$ cat config.mk
export PLATFORM = sky130hd
export DESIGN_NAME = ucsbece154b_mem_arbiter
export DESIGN_NICKNAME = d
export VERILOG_FILES = /design/src/rtl/ucsbece154b_mem_arbiter_pkg.sv /design/src/rtl/ucsbece154b_perf_counter.sv /design/src/rtl/ucsbece154b_mem_arbiter.sv
export SDC_FILE = /design/constraint.sdc
export NUM_CORES = 1
export LEC_CHECK = 0
export CAP_MARGIN = 20
export CORE_AREA = 3 3 141 143
export CTS_CLUSTER_DIAMETER = 200
export DETAILED_ROUTE_END_ITERATION = 8
export DIE_AREA = 0 0 144 146
export GPL_TIMING_DRIVEN = 0
export PLACE_DENSITY = 0.75
export SLEW_MARGIN = 20
export SYNTH_ARGS = -nofsm -noshare
export SYNTH_HDL_FRONTEND = slang
export SYNTH_HIERARCHICAL = 1
export SYNTH_SLANG_ARGS = --single-unit
$ cat constraint.sdc
create_clock -name clk -period 5.33 [get_ports clk]
set_input_delay 0.7995 -clock clk [delete_from_list [all_inputs] [get_ports clk]]
set_output_delay 0.7995 -clock clk [all_outputs]
set_load 0.005 [all_outputs]
$ cat src/rtl/ucsbece154b_mem_arbiter_pkg.sv
// Shared types for the IF/MEM memory arbiter: FSM state encodings and grant selector.
// No logic here, only types and a width helper.
// Imported by the arbiter top.
package ucsbece154b_mem_arbiter_pkg;

   // Arbiter FSM encodings (arb_idle / arb_busy_i / arb_busy_d / arb_drain)
   typedef enum logic [1:0] {
      ARB_IDLE   = 2'b00,
      ARB_BUSY_I = 2'b01,
      ARB_BUSY_D = 2'b10,
      ARB_DRAIN  = 2'b11
   } arb_state_e;

   // Outcome of the arbitration decision made in IDLE
   typedef enum logic [1:0] {
      GNT_NONE = 2'b00,
      GNT_IF   = 2'b01,
      GNT_D    = 2'b10
   } grant_e;

   // Bits needed to hold values 0..max_val
   function automatic int cnt_width(input int max_val);
      if (max_val < 1) return 1;
      return $clog2(max_val + 1);
   endfunction

endpackage

$ cat src/rtl/ucsbece154b_perf_counter.sv
// Enable-gated event counter that wraps modulo 2^DATA_W.
// Latency: count visible the cycle after the enabled cycle.
// No backpressure; clears on synchronous reset.
module ucsbece154b_perf_counter #(
   parameter int DATA_W = 32
) (
   input  logic              clk,
   input  logic              reset,
   input  logic              en_i,
   output logic [DATA_W-1:0] cnt_o
);

   logic [DATA_W-1:0] cnt_q, cnt_d;

   // Next count: increment when enabled, natural wrap at the top
   always_comb begin
      cnt_d = cnt_q;
      if (en_i) cnt_d = cnt_q + 1'b1;
   end

   // Counter register
   always_ff @(posedge clk) begin
      if (reset) cnt_q <= '0;
      else       cnt_q <= cnt_d;
   end

   assign cnt_o = cnt_q;

endmodule

$ cat src/rtl/ucsbece154b_mem_arbiter.sv
// Shares one single-ported variable-latency memory between fetch and data; data wins unless fetch is starved.
// Latency: grant -> registered mem request next cycle -> ready pulse the cycle after ack (3 cycles minimum).
// Requesters stall until their ready pulse; memory side holds mem_req_o until mem_ack_i. Perf counters under MEMARB_PERF_EN.
module ucsbece154b_mem_arbiter
   import ucsbece154b_mem_arbiter_pkg::*;
#(
   parameter int DATA_W     = 32,
   parameter int STARVE_MAX = 4
) (
   input  logic              clk,
   input  logic              reset,
   input  logic              if_req_i,
   input  logic [DATA_W-1:0] if_addr_i,
   input  logic              if_abort_i,
   output logic [DATA_W-1:0] if_rdata_o,
   output logic              if_ready_o,
   input  logic              d_req_i,
   input  logic              d_we_i,
   input  logic [DATA_W-1:0] d_addr_i,
   input  logic [DATA_W-1:0] d_wdata_i,
   output logic [DATA_W-1:0] d_rdata_o,
   output logic              d_ready_o,
   output logic              mem_req_o,
   output logic              mem_we_o,
   output logic [DATA_W-1:0] mem_addr_o,
   output logic [DATA_W-1:0] mem_wdata_o,
   input  logic [DATA_W-1:0] mem_rdata_i,
   input  logic              mem_ack_i,
   output logic              stall_if_o,
   output logic              stall_d_o,
   output logic [DATA_W-1:0] perf_if_grants_o,
   output logic [DATA_W-1:0] perf_d_grants_o,
   output logic [DATA_W-1:0] perf_stall_o
);

   localparam int                SW         = cnt_width(STARVE_MAX);
   localparam logic [SW-1:0]     STARVE_LIM = SW'(STARVE_MAX);
   localparam logic [DATA_W-1:0] WORD_MASK  = ~DATA_W'(3);

   arb_state_e        state_q, state_d;
   logic [SW-1:0]     starve_q, starve_d;
   logic              mem_req_q, mem_req_d;
   logic              mem_we_q, mem_we_d;
   logic [DATA_W-1:0] mem_addr_q, mem_addr_d;
   logic [DATA_W-1:0] mem_wdata_q, mem_wdata_d;
   logic [DATA_W-1:0] if_rdata_q, if_rdata_d;
   logic [DATA_W-1:0] d_rdata_q, d_rdata_d;
   logic              if_ready_q, if_ready_d;
   logic              d_ready_q, d_ready_d;

   grant_e            grant;
   logic              if_want, d_want, starved;

   // Arbitration: priority is decided on live requests; a requester whose ready is
   // pulsing now still holds priority but cannot be granted, so the cycle idles
   // rather than handing the slot to the other side (keeps the starvation count meaningful).
   always_comb begin
      if_want = if_req_i & ~if_abort_i;
      d_want  = d_req_i;
      starved = if_want & (starve_q == STARVE_LIM);
      grant   = GNT_NONE;
      if (state_q == ARB_IDLE) begin
         if (d_want && !starved) begin
            if (!d_ready_q) grant = GNT_D;
         end else if (if_want && !if_ready_q) begin
            grant = GNT_IF;
         end
      end
   end

   // Next-state, memory-side request registers, captured read data and ready pulses
   always_comb begin
      state_d     = state_q;
      starve_d    = starve_q;
      mem_req_d   = mem_req_q;
      mem_we_d    = mem_we_q;
      mem_addr_d  = mem_addr_q;
      mem_wdata_d = mem_wdata_q;
      if_rdata_d  = if_rdata_q;
      d_rdata_d   = d_rdata_q;
      if_ready_d  = 1'b0;
      d_ready_d   = 1'b0;
      case (state_q)
         ARB_IDLE: begin
            if (!if_req_i) starve_d = '0;
            case (grant)
               GNT_D: begin
                  state_d     = ARB_BUSY_D;
                  mem_req_d   = 1'b1;
                  mem_we_d    = d_we_i;
                  mem_addr_d  = d_addr_i & WORD_MASK;
                  mem_wdata_d = d_wdata_i;
                  if (if_req_i && (starve_q != STARVE_LIM)) starve_d = starve_q + 1'b1;
               end
               GNT_IF: begin
                  state_d    = ARB_BUSY_I;
                  mem_req_d  = 1'b1;
                  mem_we_d   = 1'b0;
                  mem_addr_d = if_addr_i & WORD_MASK;
                  starve_d   = '0;
               end
               default: ;
            endcase
         end
         ARB_BUSY_I: begin
            if (mem_ack_i) begin
               state_d   = ARB_IDLE;
               mem_req_d = 1'b0;
               mem_we_d  = 1'b0;
               // A redirect coinciding with the ack throws the instruction away
               if (!if_abort_i) begin
                  if_rdata_d = mem_rdata_i;
                  if_ready_d = 1'b1;
               end
            end else if (if_abort_i) begin
               state_d = ARB_DRAIN;
            end
         end
         ARB_BUSY_D: begin
            if (mem_ack_i) begin
               state_d   = ARB_IDLE;
               mem_req_d = 1'b0;
               mem_we_d  = 1'b0;
               d_ready_d = 1'b1;
               if (!mem_we_q) d_rdata_d = mem_rdata_i;
            end
         end
         ARB_DRAIN: begin
            // Memory cannot cancel; finish the orphaned fetch silently
            if (mem_ack_i) begin
               state_d   = ARB_IDLE;
               mem_req_d = 1'b0;
               mem_we_d  = 1'b0;
            end
         end
         default: state_d = ARB_IDLE;
      endcase
   end

   // State and output registers with synchronous reset
   always_ff @(posedge clk) begin
      if (reset) begin
         state_q     <= ARB_IDLE;
         starve_q    <= '0;
         mem_req_q   <= 1'b0;
         mem_we_q    <= 1'b0;
         mem_addr_q  <= '0;
         mem_wdata_q <= '0;
         if_rdata_q  <= '0;
         d_rdata_q   <= '0;
         if_ready_q  <= 1'b0;
         d_ready_q   <= 1'b0;
      end else begin
         state_q     <= state_d;
         starve_q    <= starve_d;
         mem_req_q   <= mem_req_d;
         mem_we_q    <= mem_we_d;
         mem_addr_q  <= mem_addr_d;
         mem_wdata_q <= mem_wdata_d;
         if_rdata_q  <= if_rdata_d;
         d_rdata_q   <= d_rdata_d;
         if_ready_q  <= if_ready_d;
         d_ready_q   <= d_ready_d;
      end
   end

   assign mem_req_o   = mem_req_q;
   assign mem_we_o    = mem_we_q;
   assign mem_addr_o  = mem_addr_q;
   assign mem_wdata_o = mem_wdata_q;
   assign if_rdata_o  = if_rdata_q;
   assign d_rdata_o   = d_rdata_q;
   assign if_ready_o  = if_ready_q;
   assign d_ready_o   = d_ready_q;

   assign stall_if_o  = if_req_i & ~if_ready_q & ~if_abort_i;
   assign stall_d_o   = d_req_i & ~d_ready_q;

`ifdef MEMARB_PERF_EN
   logic perf_if_en, perf_d_en, perf_stall_en;
   assign perf_if_en    = (grant == GNT_IF);
   assign perf_d_en     = (grant == GNT_D);
   assign perf_stall_en = stall_if_o | stall_d_o;

   ucsbece154b_perf_counter #(.DATA_W(DATA_W)) u_perf_if (
      .clk(clk), .reset(reset), .en_i(perf_if_en), .cnt_o(perf_if_grants_o));
   ucsbece154b_perf_counter #(.DATA_W(DATA_W)) u_perf_d (
      .clk(clk), .reset(reset), .en_i(perf_d_en), .cnt_o(perf_d_grants_o));
   ucsbece154b_perf_counter #(.DATA_W(DATA_W)) u_perf_stall (
      .clk(clk), .reset(reset), .en_i(perf_stall_en), .cnt_o(perf_stall_o));
`else
   assign perf_if_grants_o = '0;
   assign perf_d_grants_o  = '0;
   assign perf_stall_o     = '0;
`endif

endmodule
==> results of run 1 <==
-- cell usage after synthesis --
cell type  count
inv_1          4
nor2b_1        3
buf_4        104
nand2_1      196
buf_1          3
nand2b_1       1
nor4b_1        1
o21ba_2        1
nor2_1        36
conb_1         1
o32ai_1        1
o21a_1         1
nand3_1        1
a2bb2oi_1      1
nor4_1         1
buf_2         17
a31o_2         1
nand4_1        1
nand3b_1       1
and4bb_2       1
mux2i_1       31
a211oi_2      28
o211ai_1       1
clkbuf_1      20
nor3_4         1
nor3b_2        1
a21oi_1      100
nand4bb_1      2
or3b_2         1
nor4bb_1       2
dfxtp_1      135
o21ai_0        3
buf_6          4
and3_1         1
a211oi_1       4
a41oi_1        1
ha_1           4
-- layout make-up --
class                           count  area, sq um
Buffer                            148          997
Clock buffer                       21          460
Clock inverter                     11          124
Fill cell                        1748         8790
Inverter                            4         15.0
Multi-Input combinational cell    525         2710
Sequential cell                   135         2700
Tap cell                          234          293
Timing Repair Buffer              261         2610
-- state kept, by name, indices dropped and copies added (netlist names) --
name         count
if_ready_o       1
mem_addr_o      30
if_rdata_o      32
mem_req_o        1
state_q          2
mem_we_o         1
d_ready_o        1
d_rdata_o       32
mem_wdata_o     32
starve_q         3
-- per-stage QoR --
stage / instances / power [mW]
5_1_grt: 1339 / 3.03
3_5_place_dp: 1307 / 1.76
4_1_cts: 1339 / 2.92
3_3_place_gp: 1307 / 1.75
2_1_floorplan: 812 / 1.44
6_report: 1339 / 2.89
-- final timing paths --
kind                                                     end  depth (start not counted)
worst max-delay path                              stall_if_o                          4
worst min-delay path            mem_wdata_o[17]$_SDFFE_PP0P_                          2
worst max register to register  mem_wdata_o[11]$_SDFFE_PP0P_                         10
worst min register to register  mem_wdata_o[17]$_SDFFE_PP0P_                          2
-- power groups by stage --
| stage | Sequential [mW] | Clock, mW | Combinational, mW |
|---|---|---|---|
| floorplan | 1.14 | 0 | 0.300 |
| global placement | 1.14 | 0 | 0.608 |
| detailed placement | 1.14 | 0 | 0.615 |
| CTS | 1.12 | 1.18 | 0.618 |
| global route | 1.13 | 1.23 | 0.675 |
| finish | 1.12 | 1.16 | 0.615 |
-- worst reg2reg max path, stage by stage (launching register included) --
cell      delay (ns)
dfxtp_1         0.34
buf_4           0.19
nor2_1          0.29
o211ai_1        0.20
inv_1           0.09
ha_1            0.30
or3b_2          0.47
clkbuf_1        0.20
buf_2           0.24
nand2_1         0.10
a21oi_1         0.07
-- cell usage in the layout (no fill, tap or decap), types with 2 or more instances in the layout --
cell and n:
nand4bb_1 2, o21ai_0 3, clkinv_4 2, clkinvlp_4 3, buf_2 17, clkbuf_16 17
buf_6 4, ha_1 4, clkbuf_1 22, nand2_1 196, mux2i_1 31, nor2_1 36
clkinv_2 3, inv_1 4, dfxtp_1 135, buf_4 104, clkbuf_8 2, conb_1 98
clkdlybuf4s50_1 261, a211oi_1 4, bufinv_16 2, nor4bb_1 2, a21oi_1 100, nor2b_1 3
a211oi_2 28, buf_1 3
-- cell families (layout without fill, tap and decap cells) --
logic type | count (synthesis) | count (layout)
and+or+nand+nor | 250 | 250
adders and majority gates | 4 | 4
DFF | 135 | 135
other | 1 | 98
muxes | 31 | 31
AOI/OAI and AO/OA | 142 | 142
buffers and inverters | 152 | 445
-- metal layers --
layer  vias to the layer above  GRT usage  part of all wire
li1                       2923          -                 -
met1                      2587      0.195              0.38
met2                       222      0.317              0.51
met3                        16     0.0749             0.099
met4                         0     0.0438             0.012
met5                         -          0                 0
==> flow_summary.yaml, run 1 <==
power_and_ir_drop:
  p_leak_nw: 3.92
  seqPwrFrac: 0.386
  clockPowerShare: 0.401
  combPwrFrac: 0.213
  p_switching_uw: 749
  swShare: 0.259
  intPower_mw: 2.14
  power_density_nw_per_um2: 292
  ir_drop_mv: 0.223
sta:
  tightest_slew_ns: 0.785
  rsz0062_at_grt: "no"
  fin_skew_ns: 0.00750
  finalSetupViolCount: 0
  min_period_ns: 3.01
  hold_viol_final: 0
  tns_ns: 0
  drv_slew: 0
  hold-worst-slack_ns: 0.451
  period_share: 0.565
  clock.fmax_mhz: 332
  finalWorstSetupSlack_ns: 2.32
  slew_headroom: 0.477
clock_network:
  cts_tree: "done"
  cts_buffer_depth: 2
  clkTransAtPathRegs_ns: 0.06
  post-cts-setup-buffer-count: 0
  cts_max_level: 4
  root_buffer: "clkbuf_16"
  cts_made_buffers: 17
  cts_hold_buf: 0
  post_cts_resized: 0
  clock_latency_ns: 0.41
  cts.sinks: 135
global_route:
  grt_max_degree: 17
  grt_remaining_overflow: 0
  grt.total_usage: 0.179
  antenna_found_initial: 0
  grt_pass1_wl_um: 29600
  grt_pass1_vias: 5616
die:
  die_y_um: 146
  die_x_um: 144
  start_util: 0.324
  io_pins: 365
  dieArea_sq_um: 21000
  rows: 50
  core_sq_um: 18700
route:
  drcViolationCount: 0
  dr.pass1.iters: 4
  drt-wirelength-per-cell_um: 14.6
  drtIter0Drc: 152
  num_vias: 5748
  wirelength_um: 19500
  avgViaCountPerCell: 4.29
  antenna_left: 0
place:
  hpwl_um: 15200
  placed_area_sq_um: 9330
  dp_worst_setup_slack_ns: 2.08
  io_buffer_count: 261
  place_congestion: 0.780
setup_path:
  cpMostUsedCell: "clkdlybuf4s50_1"
  required_ns: 4.53
  cp-startpoint: "if_abort_i"
  cp.arrival_ns: 2.21
  crit_path_cell_trace: "clkdlybuf4s50_1 > nand2b_1 > nor2_1 > clkdlybuf4s50_1"
  r2r_slack_ns: 2.70
  path_max_fanout: 4
  crit_family: "buffers and inverters"
  path_class: "input pin to primary output"
  regToRegStartpoint: "state_q[0]$_SDFFE_PP0P_"
  end_kind: "primary output"
  critPathLaunchType: "input pin"
  slowest_stage: "clkdlybuf4s50_1"
  worst_path_largest_cell_delay_ns: 0.56
  path_buf_inv: 2
finish:
  layout-drive-gt1-share: 0.171
  utilization: 0.530
  area_growth_syn_to_layout_pct: 63.6
  nets: 1231
  stdcell_area_sq_um: 9920
  antenna_cells: 0
status:
  status: "finished, final reports clean"
logic_synthesis:
  synth_top_family_by_area: "simple AND/OR/NAND/NOR gates"
  synth_seq_cells: 135
  synth-simple-area-share: 0.170
  syn_avg_cell_area_sq_um: 8.48
  synth_mux_area_frac: 0.0512
  synthAdderAreaFrac: 0.00825
  synthCells: 715
  synth.cell_area_sq_um: 6060
  synth-compound-area-share: 0.158
  yosys_warnings: 6
  yosysUniqueCellTypes: 37
  synth_top_area_share: 0.446
  seq_area_frac_synth: 0.446
  synth_top_area_cell: "dfxtp_1"
  synthTopCellsByArea: "dfxtp_1, buf_4, nand2_1"
  synthXorXnorAreaFrac: 0
flow_run:
  maxCapViolations: 0
hold_path:
  hp-class: "flip-flop to flip-flop"
  min_from: "mem_wdata_o[17]$_SDFFE_PP0P_"
(Power assumes the default switching activity.)
==> run 2: changes to the inputs <==
--- a/config.mk
+++ b/config.mk
@@ -6,12 +6,12 @@
 export NUM_CORES = 1
 export LEC_CHECK = 0
 export CAP_MARGIN = 20
-export CORE_AREA = 3 3 141 143
+export CORE_AREA = 3 3 143 145
 export CTS_CLUSTER_DIAMETER = 200
 export DETAILED_ROUTE_END_ITERATION = 8
-export DIE_AREA = 0 0 144 146
+export DIE_AREA = 0 0 146 148
 export GPL_TIMING_DRIVEN = 0
-export PLACE_DENSITY = 0.75
+export PLACE_DENSITY = 0.73
 export SLEW_MARGIN = 20
 export SYNTH_ARGS = -nofsm -noshare
 export SYNTH_HDL_FRONTEND = slang
==> constraint.sdc (replaced) <==
create_clock -name clk -period 2.8 [get_ports clk]
set_input_delay 0.42 -clock clk [delete_from_list [all_inputs] [get_ports clk]]
set_output_delay 0.42 -clock clk [all_outputs]
set_load 0.005 [all_outputs]
==> run 2 against run 1 <==
Against the previous run: sequential share of layout area barely moved; largest cell class unchanged; flip-flop and latch count stayed put; clock skew increased by 0.0063 ns; setup slack lost 2.1 ns; highest routed layer is now met5; combinational power is 90% higher; die area rose by 2.8%; largest power group is now registers; first-iteration DRC count shrank 16%; critical endpoint is now mem_wdata_o[20]$_SDFFE_PP0P_; routed wire length grew 0.89%.
==> flow_summary.yaml, run 2 (synthesized netlist as in run 1, its figures left out) <==
route:
  num_vias: 5754
  drtIter0Drc: 127
  antenna_left: 0
  wirelength_um: 19700
  drcViolationCount: 0
  drt-wirelength-per-cell_um: 14.4
  dr.pass1.iters: 4
  avgViaCountPerCell: 4.20
die:
  io_pins: 365
  die_y_um: 148
  start_util: 0.314
  die_x_um: 146
  dieArea_sq_um: 21600
  rows: 51
  core_sq_um: 19300
sta:
  min_period_ns: 2.56
  clock.fmax_mhz: 391
  tightest_slew_ns: 0.789
  finalSetupViolCount: 0
  hold_viol_final: 0
  slew_headroom: 0.474
  rsz0062_at_grt: "no"
  drv_slew: 0
  fin_skew_ns: 0.0138
  period_share: 0.913
global_route:
  grt_remaining_overflow: 0
  grt_pass1_wl_um: 30000
  antenna_found_initial: 1
  grt_max_degree: 17
  grt.total_usage: 0.174
  grt_pass1_vias: 5542
finish:
  antenna_cells: 0
  utilization: 0.513
  fill_cells: 1854
  layout-drive-gt1-share: 0.172
  stdcell_area_sq_um: 9910
  fin_cells: 1370
  nets: 1231
  final_common_cell: "clkdlybuf4s50_1"
  layout_common_cells: "clkdlybuf4s50_1, nand2_1, dfxtp_1"
  area_growth_syn_to_layout_pct: 63.5
setup_path:
  end_kind: "flip-flop"
  path_class: "flip-flop to flip-flop"
  required_ns: 3.07
  cp.arrival_ns: 2.82
  path_max_fanout: 10
  critPathLaunchType: "flip-flop"
place:
  io_buffer_count: 261
  hpwl_um: 15300
  placed_area_sq_um: 9370
  dp_cells: 1338
  place_congestion: 0.734
clock_network:
  post-cts-setup-buffer-count: 0
  post_cts_resized: 0
  cts_hold_buf: 0
  cts_buffer_depth: 2
  cts_made_buffers: 17
  cts.sinks: 135
  cts_tree: "done"
  root_buffer: "clkbuf_16"
  cts_max_level: 4
  clock_latency_ns: 0.42
  clkTransAtPathRegs_ns: 0.06
power_and_ir_drop:
  swShare: 0.274
  clockPowerShare: 0.385
  p_switching_mw: 1.47
  power_mw: 5.35
  ir_drop_mv: 0.375
  p_leak_nw: 3.90
  seqPwrFrac: 0.397
  power_density_nw_per_um2: 540
  intPower_mw: 3.88
  combPwrFrac: 0.218
flow_run:
  maxCapViolations: 0
status:
  status: "finished, final reports clean"
hold_path:
  hp-class: "input pin to flip-flop"
run 2: area by class of cell:
| type | instances | area (sq um) | share of cell area |
|---|---|---|---|
| Buffer | 148 | 997 | 0.101 |
| Tap cell | 265 | 332 | 0.0335 |
| Clock inverter | 13 | 96.3 | 0.00972 |
| Multi-Input combinational cell | 525 | 2710 | 0.274 |
| Clock buffer | 19 | 443 | 0.0447 |
| Timing Repair Buffer | 261 | 2610 | 0.264 |
| Inverter | 4 | 15.0 | 0.00151 |
| Sequential cell | 135 | 2700 | 0.273 |
run 2: power by group through the flow:
stage	logic (mW)	clock network (mW)	registers [mW]
CTS	1.18	2.12	2.13
detailed placement	1.17	0	2.17
global placement	1.16	0	2.16
finish	1.17	2.06	2.13
floorplan	0.571	0	2.18
global route	1.28	2.21	2.14
run 2: final timing paths:
kind	endpoint	slack (ns)	depth (start not counted)	from
hold / removal	d_ready_o$_SDFF_PP0_	0.39	2	reset
setup reg to reg	mem_wdata_o[20]$_SDFFE_PP0P_	0.24	10	state_q[0]$_SDFFE_PP0P_
setup / recovery	mem_wdata_o[20]$_SDFFE_PP0P_	0.24	10	state_q[0]$_SDFFE_PP0P_
hold reg to reg	mem_wdata_o[10]$_SDFFE_PP0P_	0.45	2	mem_wdata_o[10]$_SDFFE_PP0P_
run 2: worst max-delay path: stages, from the launching register on:
cell      delay (ns)
dfxtp_1         0.35
buf_4           0.19
nor2_1          0.27
o211ai_1        0.18
inv_1           0.08
ha_1            0.30
or3b_2          0.47
clkbuf_1        0.20
buf_2           0.23
nand2_1         0.08
a21oi_1         0.07
run 2: metrics by stage:
step	hold slack (ns)	setup slack [ns]	setup TNS [ns]
after floorplan	0.453	0.701	0
after global placement	0.440	-0.0119	-0.0119
after detailed placement	0.446	-0.0381	-0.640
after CTS	0.393	0.238	0
after global routing	0.409	0.0795	0
final	0.391	0.243	0
run 2: per-layer routing:
| layer | vias up | global-route usage | share of wire | wire [um] |
|---|---|---|---|---|
| met3 | 14 | 0.0828 | 0.095 | 1870 |
| met2 | 216 | 0.303 | 0.49 | 9670 |
| met5 | - | 0 | 0.00066 | 13 |
| met4 | 2 | 0.0400 | 0.0097 | 190 |
| met1 | 2605 | 0.194 | 0.40 | 7940 |
| li1 | 2917 | - | - | - |
